[config.mk]
export PLATFORM = sky130hd
export DESIGN_NAME = seg7_scan_driver_flat
export DESIGN_NICKNAME = d
export VERILOG_FILES = /design/src/rtl/seg7_scan_driver_if.sv /design/src/rtl/seg7_scan_driver.sv /design/src/flat_wrapper.sv
export SDC_FILE = /design/constraint.sdc
export NUM_CORES = 1
export LEC_CHECK = 0
export CORE_MARGIN = 1
export CORE_UTILIZATION = 53
export CTS_CLUSTER_DIAMETER = 120
export CTS_CLUSTER_SIZE = 20
export DETAILED_ROUTE_END_ITERATION = 7
export PLACE_DENSITY = 0.79
export SYNTH_ARGS = -nofsm -noshare
export SYNTH_HDL_FRONTEND = slang
export SYNTH_SLANG_ARGS = --single-unit
[constraint.sdc]
create_clock -name clk_i -period 2.4 [get_ports clk_i]
set_input_delay 0.48 -clock clk_i [delete_from_list [all_inputs] [get_ports clk_i]]
set_output_delay 0.48 -clock clk_i [all_outputs]
set_load 0.02 [all_outputs]
[src/rtl/seg7_scan_driver_if.sv]
// ---------------------------------------------------------------------------
// seg7_scan_driver_if
//   Groups the display-data side and the pin side of seg7_scan_driver.
//   master : score/game logic (drives digit data, observes frame/pins)
//   slave  : seg7_scan_driver
//
//   digits_i     4*NUM_DIGITS  hex nibble per digit, digit 0 in bits [3:0]
//   digit_en_i   NUM_DIGITS    per-digit enable
//   lz_blank_i   1             leading-zero suppression enable
//   brightness_i 4             duty setting (only with SEG7_BRIGHTNESS_EN)
//   frame_o      1             pulse on the snapshot cycle
//   anode_o      NUM_DIGITS    active-low digit selects
//   segments_o   7             active-low segments, bit0=A .. bit6=G
// ---------------------------------------------------------------------------
interface seg7_scan_driver_if #(
    parameter int NUM_DIGITS = 4
) ();
    logic [4*NUM_DIGITS-1:0] digits_i;
    logic [NUM_DIGITS-1:0]   digit_en_i;
    logic                    lz_blank_i;
    logic                    frame_o;
    logic [NUM_DIGITS-1:0]   anode_o;
    logic [6:0]              segments_o;

`ifdef SEG7_BRIGHTNESS_EN
    logic [3:0]              brightness_i;

    modport master (
        output digits_i, digit_en_i, lz_blank_i, brightness_i,
        input  frame_o, anode_o, segments_o
    );
    modport slave (
        input  digits_i, digit_en_i, lz_blank_i, brightness_i,
        output frame_o, anode_o, segments_o
    );
`else
    modport master (
        output digits_i, digit_en_i, lz_blank_i,
        input  frame_o, anode_o, segments_o
    );
    modport slave (
        input  digits_i, digit_en_i, lz_blank_i,
        output frame_o, anode_o, segments_o
    );
`endif
endinterface

[src/rtl/seg7_scan_driver.sv]
// ---------------------------------------------------------------------------
// seg7_scan_driver
//   Time-multiplexed driver for NUM_DIGITS common-anode 7-segment digits.
//   Each digit owns a slot of SLOT_TICKS clocks; the first BLANK_TICKS of a
//   slot are dark (anti-ghosting dead time). Digit data is snapshotted once
//   per frame on the last cycle of the last slot so the display never tears.
//
//   Parameters:
//     NUM_DIGITS  2..8
//     SLOT_TICKS  >= 4
//     BLANK_TICKS 1 .. SLOT_TICKS-1
//
//   Ports:
//     clk_i  system clock
//     rst_i  synchronous, active-high reset
//     bus    seg7_scan_driver_if.slave (digit data in, anode/segment pins out)
//
//   Optional feature macro: SEG7_BRIGHTNESS_EN
//     Adds bus.brightness_i; the lit part of DRIVE shrinks to the first
//     (b+1)/16 of the DRIVE phase, b being the snapshotted brightness.
// ---------------------------------------------------------------------------
module seg7_scan_driver #(
    parameter int NUM_DIGITS  = 4,
    parameter int SLOT_TICKS  = 100000,
    parameter int BLANK_TICKS = 1000
) (
    input  logic              clk_i,
    input  logic              rst_i,
    seg7_scan_driver_if.slave bus
);
    localparam int CW = $clog2(SLOT_TICKS);
    localparam int IW = $clog2(NUM_DIGITS);

    localparam logic [CW-1:0]         CNT_LAST  = CW'(SLOT_TICKS - 1);
    localparam logic [CW-1:0]         CNT_PRE   = CW'(SLOT_TICKS - 2);
    localparam logic [CW-1:0]         CNT_BLANK = CW'(BLANK_TICKS);
    localparam logic [IW-1:0]         IDX_LAST  = IW'(NUM_DIGITS - 1);
    localparam logic [NUM_DIGITS-1:0] ONE_HOT0  = NUM_DIGITS'(1);

    // Scan position
    logic [CW-1:0]           r_cnt;
    logic [IW-1:0]           r_idx;

    // Per-frame shadow copies of the inputs
    logic [4*NUM_DIGITS-1:0] r_sh_dig;
    logic [NUM_DIGITS-1:0]   r_sh_en;
    logic                    r_sh_lz;
`ifdef SEG7_BRIGHTNESS_EN
    logic [3:0]              r_sh_bri;
`endif

    // Registered outputs
    logic                    r_frame;
    logic [NUM_DIGITS-1:0]   r_anode;
    logic [6:0]              r_seg;

    logic                    w_slot_end;
    logic                    w_frame_end;
    logic                    w_in_win;
    logic                    w_lit;
    logic                    w_all0;
    logic [NUM_DIGITS-1:0]   w_supp;
    logic [3:0]              w_cur_dig;

    // Active-low hex glyphs, bit0=A .. bit6=G
    function automatic logic [6:0] f_hex2seg(input logic [3:0] v);
        case (v)
            4'h0: f_hex2seg = 7'b1000000;
            4'h1: f_hex2seg = 7'b1111001;
            4'h2: f_hex2seg = 7'b0100100;
            4'h3: f_hex2seg = 7'b0110000;
            4'h4: f_hex2seg = 7'b0011001;
            4'h5: f_hex2seg = 7'b0010010;
            4'h6: f_hex2seg = 7'b0000010;
            4'h7: f_hex2seg = 7'b1111000;
            4'h8: f_hex2seg = 7'b0000000;
            4'h9: f_hex2seg = 7'b0010000;
            4'hA: f_hex2seg = 7'b0001000;
            4'hB: f_hex2seg = 7'b0000011;
            4'hC: f_hex2seg = 7'b1000110;
            4'hD: f_hex2seg = 7'b0100001;
            4'hE: f_hex2seg = 7'b0000110;
            default: f_hex2seg = 7'b0001110;
        endcase
    endfunction

    assign w_slot_end  = (r_cnt == CNT_LAST);
    assign w_frame_end = w_slot_end && (r_idx == IDX_LAST);
    assign w_cur_dig   = r_sh_dig[4*r_idx +: 4];

    // Leading-zero suppression: walk down from the most significant digit,
    // a digit is blank while every digit at or above it is zero. Digit 0
    // always stays visible.
    always_comb begin
        w_supp = '0;
        w_all0 = r_sh_lz;
        for (int i = NUM_DIGITS - 1; i >= 1; i--) begin
            w_all0    = w_all0 && (r_sh_dig[4*i +: 4] == 4'h0);
            w_supp[i] = w_all0;
        end
    end

`ifdef SEG7_BRIGHTNESS_EN
    localparam int unsigned DRIVE_W = SLOT_TICKS - BLANK_TICKS;
    logic [31:0] w_c;

    // c*16 < W*(b+1); w_c underflows during BLANK but is masked there
    assign w_c      = 32'(r_cnt) - 32'(BLANK_TICKS);
    assign w_in_win = (r_cnt >= CNT_BLANK) &&
                      ((w_c << 4) < (32'(DRIVE_W) * (32'(r_sh_bri) + 32'd1)));
`else
    assign w_in_win = (r_cnt >= CNT_BLANK);
`endif

    assign w_lit = w_in_win && r_sh_en[r_idx] && !w_supp[r_idx];

    always_ff @(posedge clk_i) begin
        if (rst_i) begin
            r_cnt    <= '0;
            r_idx    <= '0;
            r_sh_dig <= '0;
            r_sh_en  <= '0;
            r_sh_lz  <= 1'b0;
`ifdef SEG7_BRIGHTNESS_EN
            r_sh_bri <= 4'hF;
`endif
            r_frame  <= 1'b0;
            r_anode  <= '1;
            r_seg    <= 7'h7F;
        end else begin
            r_cnt <= w_slot_end ? '0 : r_cnt + 1'b1;
            if (w_slot_end)
                r_idx <= (r_idx == IDX_LAST) ? '0 : r_idx + 1'b1;

            if (w_frame_end) begin
                r_sh_dig <= bus.digits_i;
                r_sh_en  <= bus.digit_en_i;
                r_sh_lz  <= bus.lz_blank_i;
`ifdef SEG7_BRIGHTNESS_EN
                r_sh_bri <= bus.brightness_i;
`endif
            end

            // Registered one cycle early so frame_o is high exactly on the
            // snapshot cycle; a reset in between simply clears it.
            r_frame <= (r_cnt == CNT_PRE) && (r_idx == IDX_LAST);

            r_anode <= w_lit ? ~(ONE_HOT0 << r_idx) : '1;
            r_seg   <= w_lit ? f_hex2seg(w_cur_dig) : 7'h7F;
        end
    end

    assign bus.frame_o    = r_frame;
    assign bus.anode_o    = r_anode;
    assign bus.segments_o = r_seg;

endmodule

[src/flat_wrapper.sv]
// flat-port wrapper written by rule: the top's interface ports become plain ports
module seg7_scan_driver_flat 
#(
    parameter int NUM_DIGITS  = 4,
    parameter int SLOT_TICKS  = 100000,
    parameter int BLANK_TICKS = 1000
)
  (clk_i, rst_i, bus_digits_i, bus_digit_en_i, bus_lz_blank_i, bus_frame_o, bus_anode_o, bus_segments_o);
  seg7_scan_driver_if #(.NUM_DIGITS(NUM_DIGITS)) bus_i ();
  input  logic clk_i;
  input  logic rst_i;
  input wire logic [$bits(bus_i.digits_i)-1:0] bus_digits_i;
  input wire logic [$bits(bus_i.digit_en_i)-1:0] bus_digit_en_i;
  input wire logic [$bits(bus_i.lz_blank_i)-1:0] bus_lz_blank_i;
  output wire logic [$bits(bus_i.frame_o)-1:0] bus_frame_o;
  output wire logic [$bits(bus_i.anode_o)-1:0] bus_anode_o;
  output wire logic [$bits(bus_i.segments_o)-1:0] bus_segments_o;
  assign bus_i.digits_i = bus_digits_i;
  assign bus_i.digit_en_i = bus_digit_en_i;
  assign bus_i.lz_blank_i = bus_lz_blank_i;
  assign bus_frame_o = bus_i.frame_o;
  assign bus_anode_o = bus_i.anode_o;
  assign bus_segments_o = bus_i.segments_o;
  seg7_scan_driver #(.NUM_DIGITS(NUM_DIGITS), .SLOT_TICKS(SLOT_TICKS), .BLANK_TICKS(BLANK_TICKS)) u_core (.clk_i(clk_i), .rst_i(rst_i), .bus(bus_i));
endmodule
==> results of run 1 <==
## critical path: stages, from the launching register on
cell and delay, ns:
dfxtp_1 0.40, mux4_2 0.59, inv_1 0.16, ha_1 0.30, mux2i_1 0.11, o32ai_1 0.22
a221oi_1 0.08, nand2_1 0.07
## path summary, 6_finish.rpt
kind | endpoint | cells after the start | start | slack, ns
worst max-delay path | u_core.bus.segments_o[0] | 7 | u_core.r_idx[0] | 0.43
worst min-delay path | u_core.r_cnt[0] | 1 | u_core.r_cnt[0] | 0.50
worst max register to register | u_core.bus.segments_o[0] | 7 | u_core.r_idx[0] | 0.43
worst min register to register | u_core.r_cnt[0] | 1 | u_core.r_cnt[0] | 0.50
## per-layer routing
metal	vias up	share of wire (%)	global-route usage, %
li1	955	-	-
met2	44	43	27.8
met1	817	52	28.2
met5	-	0	0
met4	0	1.1	5.33
met3	5	4.1	4.33
## power by group through the flow
stage / clock (mW) / combinational, mW / sequential, mW
floorplan: 0 / 0.0204 / 0.891
global placement: 0 / 0.0599 / 0.892
detailed placement: 0 / 0.0604 / 0.892
CTS: 0.695 / 0.0607 / 0.872
global route: 0.726 / 0.0665 / 0.873
finish: 0.680 / 0.0602 / 0.872
## sequential cells by signal, summed over array words and instances (netlist names)
| signal | flops |
|---|---|
| u_core.r_cnt | 17 |
| u_core.r_sh_dig | 16 |
| u_core.bus.segments_o | 7 |
| u_core.bus.anode_o | 4 |
| u_core.r_sh_en | 4 |
| u_core.r_idx | 2 |
| u_core.bus.frame_o | 1 |
| u_core.r_sh_lz | 1 |
## logic make-up after synthesis
family,count (synthesis),synth area share (%)
adders and majority gates,13,6.62
and+or+nand+nor,102,19.8
DFF,52,42.4
buffers and inverters,23,4.17
xor gates and xnor gates,15,5.35
muxes,33,15.5
AOI/OAI and AO/OA,23,6.16
## cells in the mapped netlist, types with 2 or more instances
master     n
o21a_1     2
nor3_1     3
nor4_1     4
nand3_1   11
a21oi_1    7
o211ai_1   4
dfxtp_1   52
nor2_1    48
xor2_1     4
ha_1      13
and3_1     3
buf_2      4
o21ai_0    3
nand2_1   18
clkbuf_1   6
buf_4      3
mux2i_1   28
nand4_1    2
xnor2_1   11
and2_1     2
inv_1      9
mux4_2     4
## stage by stage
stage               cells  power (mW)  worst slack [ns]  utilization (%)  instance area (um^2)
floorplan             261       0.911             0.393                -                  2460
global placement      339       0.952             0.461             64.3                  2840
detailed placement    339       0.953             0.439             64.3                  2840
CTS                   346        1.63             0.415             67.2                  2970
global route          346        1.67             0.216             67.2                  2970
finish                346        1.61             0.426             67.2                  2970
## cell type report
| type | count | area [um^2] | share of cell area [%] |
|---|---|---|---|
| multi-input combinational | 186 | 1310 | 44.3 |
| sequential | 52 | 1040 | 35.1 |
| timing repair buffer | 40 | 385 | 13.0 |
| clock buffer | 5 | 68.8 | 2.32 |
| tap | 52 | 65.1 | 2.19 |
| clock inverter | 2 | 60.1 | 2.02 |
| inverter | 9 | 33.8 | 1.14 |
==> run metrics, run 1 <==
Mean Syn Cell Area about 9.4 um^2; max-capacitance violation count 0; die height 70.1 um; Net Sw Frac 18.4%; leakage around 1.2 nW; post_cts resized 0; Worst Tran Pin Value ~0.67 ns; Async SR Flop Fraction 0%; most common cell after layout, fill and taps aside dfxtp_1; Synth Net Count between 200 and 300; Critical Path Fanout Max 7; Setup crit start kind register; Syn Inst Count 261; layout cells sized above 1 slightly above 7%; Fillers roughly 370; global route total overflow 0; core box area approximately 4400 um^2; Netlist cell types 42; first drt pass iteration count 4; drt wl/cell 12.4 um; f_max roughly 500 MHz; most frequent cells in the layout dfxtp_1 (52), nor2_1 (48), clkdlybuf4s50_1 (34), mux2i_1 (28), nand2_1 (18); initial drt markers 105; Ys Warns 0; Total GRT Usage about a fifth; Hold Path Class reg2reg; Post-DRT Antenna Nets 0; area of the mapped netlist ~2500 um^2; Clock Pin Slew Worst Setup and Hold Paths about 0.090 ns; #FFs+latches synth between 50 and 60; Synth top area share 42.4%; Starting Density a little under three fifths; Min Hold Slack approximately 0.50 ns; top_reg_cell synth dfxtp_1; Max Clock Skew about 0.0067 ns; Fin Setup TNS 0 ns; Port Buffers 34; row count 24; Layout area overhead 20.8%; Antenna Cells 0; nature of the critical path endpoint register; Combinational Power Share 3.7%; post-synthesis sequential area ratio between 40% and 50%; Final GP Congestion between 0.8 and 0.9; fin crit period between 1.5 and 2 ns; Clock Latency Late Sink 0.30 ns; initial antenna violation count 0; maximum vdd drop ~320 uV; Post-CTS Hold Fix Bufs 0; CTS tree yes; switching power slightly below 300 uW; relative slew slack 54.1%; Nets 330; hpwl dp between 3000 and 4000 um; drt via density between 5 and 6; post-CTS setup buffers 0; Total Die Area approximately 4900 um^2; outcome finished clean; final-report max-slew violation count 0; Internal Pwr Total 1.32 mW; Synth area leaders dfxtp_1 (42%), mux2i_1 (11%), nor2_1 (7.3%); first-pass GRT wire length between 7000 and 8000 um; vias in the first global route around 1600; io pins 35; Final Hold Vio Count 0; power share of the clock group 42.2%; DRC 0; Crit path arrival time ~2.2 ns; WL final about 4300 um; CTS Buffer Depth 2; Required @ worst endpoint 2.65 ns; setup violators final 0; Tcrit/Tclk final around 80%; EDFF count, synth 0; Crit Path Class reg2reg; Die Wd between 70 and 80 um; Root Driver clkbuf_8; RSZ-0062 raised after global routing no; Reg power frac about 54%; pin count of the biggest net entering global routing 25; CTS Sinks 52; post-synth top area cell dfxtp_1; total CTS buffers 5; via count about 1800; H-Tree Depth 2; pwr dens between 500 and 600 nW/um^2
(Power assumes the default switching activity.)
==> inputs of run 2 (changes only) <==
- CORE_UTILIZATION: 53 -> 49
- PLACE_DENSITY: 0.79 -> 0.77
- clock period: 2.4 -> 1.6 ns (I/O delays scaled with it)
==> run metrics, run 2 (synthesized netlist as in run 1, its figures left out) <==
Combinational Power Share 5.6% (+1.9 points); total CTS buffers 5 (unchanged); Fin Setup TNS -12.88 ns (-12.88 ns); Min Hold Slack 0.514 ns (+0.0115 ns); drt via density 5.51 (+4.7%); relative slew slack 63.8% (+9.7 points); Final Hold Vio Count 0 (unchanged); first-pass GRT wire length 10200 um (+36%); CTS Sinks 52 (unchanged); layout cells sized above 1 35.8% (+29 points); Crit Path Class reg2reg; io pins 35 (unchanged); Worst Tran Pin Value 0.539 ns (-0.131 ns); f_max 525 MHz (+3.7%); global route total overflow 0 (unchanged); initial drt markers 180 (+71%); power share of the clock group 41.2% (-1.0 points); Fillers 285 (-23%); Hold Path Class reg2reg; Required @ worst endpoint 1.82 ns (-0.83 ns); max reg flops 17 (unchanged); fin crit period 1.90 ns (-0.0710 ns); pin count of the biggest net entering global routing 25 (unchanged); Final GP Congestion 0.835 (-2.6%); Clock Latency Late Sink 0.32 ns (+0.02 ns); largest register by flop count u_core.r_cnt; WL final 7260 um (+68%); Net Sw Frac 21.1% (+2.7 points); core box area 4790 um^2 (+8.4%); Total Die Area 5300 um^2 (+7.9%); initial antenna violation count 0 (unchanged); maximum vdd drop 602 uV (+91%); failing checks negative setup slack; Clock Pin Slew Worst Setup and Hold Paths 0.09 ns (about the same); Nets 384 (+16%); Crit path arrival time 2.12 ns (-0.10 ns); Critical Path Fanout Max 8 (+1); Antenna Cells 0 (unchanged); Post-DRT Antenna Nets 0 (unchanged); first drt pass iteration count 4 (unchanged); nature of the critical path endpoint register; die height 72.8 um (+3.9%); Reg power frac 53.2% (-0.9 points); CTS Buffer Depth 2 (unchanged); Root Driver clkbuf_8; Internal Pwr Total 1.93 mW (+47%); Tcrit/Tclk final 119% (+37 points); Total GRT Usage 25.6% (+6.6 points); FF/Latch Area 1050 um^2 (+0.60%); Starting Density 51.3% (-4.3 points); pwr dens 656 nW/um^2 (+21%); H-Tree Depth 2 (unchanged); multi-input logic area 1580 um^2 (+20%); most common cell after layout, fill and taps aside buf_4; Layout area overhead 51.8%; outcome finished with violations; Design Area, Final 3730 um^2 (+26%); most frequent cells in the layout buf_4 (51), dfxtp_1 (49), nor2_1 (32), clkdlybuf4s50_1 (32), mux2i_1 (25); slack of the critical path -0.303 ns (-0.729 ns); Max Clock Skew 0.0103 ns (+0.00362 ns); leakage 1.53 nW (+26%); vias in the first global route 2157 (+34%); drt wl/cell 17.4 um (+40%); CTS tree yes; max-capacitance violation count 0 (unchanged); final-report max-slew violation count 0 (unchanged); via count 2292 (+26%); Setup crit start kind register; switching power 516 uW (+74%); setup violators final 50 (+50); row count 25 (+4.2%); DP Area 3220 um^2 (+13%); RSZ-0062 raised after global routing yes; hpwl dp 3840 um (+20%); Die Wd 72.8 um (+3.9%); Port Buffers 34 (unchanged); DRC 0 (unchanged)
run 2: critical path, cell delays in order (launching register included):
cell and delay (ns):
dfxtp_2 0.34, or4_4 0.57, nor4_4 0.30, and2_4 0.22
or2_4 0.17, buf_12 0.16, nor2_2 0.04
run 2: path summary, 6_finish.rpt:
path / from / endpoint / slack (ns) / cells past startpoint
worst max-delay path: u_core.r_cnt[11] / u_core.r_cnt[9] / -0.30 / 6
worst min-delay path: u_core.r_sh_en[0] / u_core.r_sh_en[0] / 0.51 / 2
worst max register to register: u_core.r_cnt[11] / u_core.r_cnt[9] / -0.30 / 6
worst min register to register: u_core.r_sh_en[0] / u_core.r_sh_en[0] / 0.51 / 2
run 2: metal layers:
layer | routed length (um) | global-route usage (%) | vias up
met5 | 0 | 0 | -
met4 | 287 | 11.1 | 0
met3 | 469 | 6.35 | 34
met2 | 3510 | 42.4 | 115
met1 | 2980 | 31.8 | 1077
li1 | - | - | 1066
run 2: cell type report:
cell class | count | share of cell area, %
flip-flops and latches | 52 | 28.1
clock inverters | 1 | 0.805
repair buffers | 93 | 22.9
inverters | 9 | 1.04
multi-input cells | 187 | 42.3
clock buffers | 7 | 2.58
well taps | 67 | 2.25
run 2: repair_timing:
action,CTS,global route
gates resized for setup,22,48
pin swaps,10,11
setup endpoints to repair,49,52
buffers inserted,8,5
gates cloned,2,1
hold buffers,0,0
run 2: power groups by stage:
stage | Combinational [mW] | Sequential [mW] | Clock (mW)
2_1_floorplan | 0.0337 | 1.34 | 0
3_3_place_gp | 0.111 | 1.33 | 0
3_5_place_dp | 0.112 | 1.33 | 0
4_1_cts | 0.126 | 1.30 | 1.00
5_1_grt | 0.145 | 1.30 | 1.07
6_report | 0.136 | 1.30 | 1.01
run 2: per-stage QoR:
stage,total power [mW],util (%),cells,worst slack [ns]
2_1_floorplan,1.37,-,261,-0.230
3_3_place_gp,1.44,67.2,394,-0.284
3_5_place_dp,1.45,67.2,394,-0.306
4_1_cts,2.43,73.3,411,-0.264
5_1_grt,2.52,77.9,416,-0.350
6_report,2.45,77.9,416,-0.303
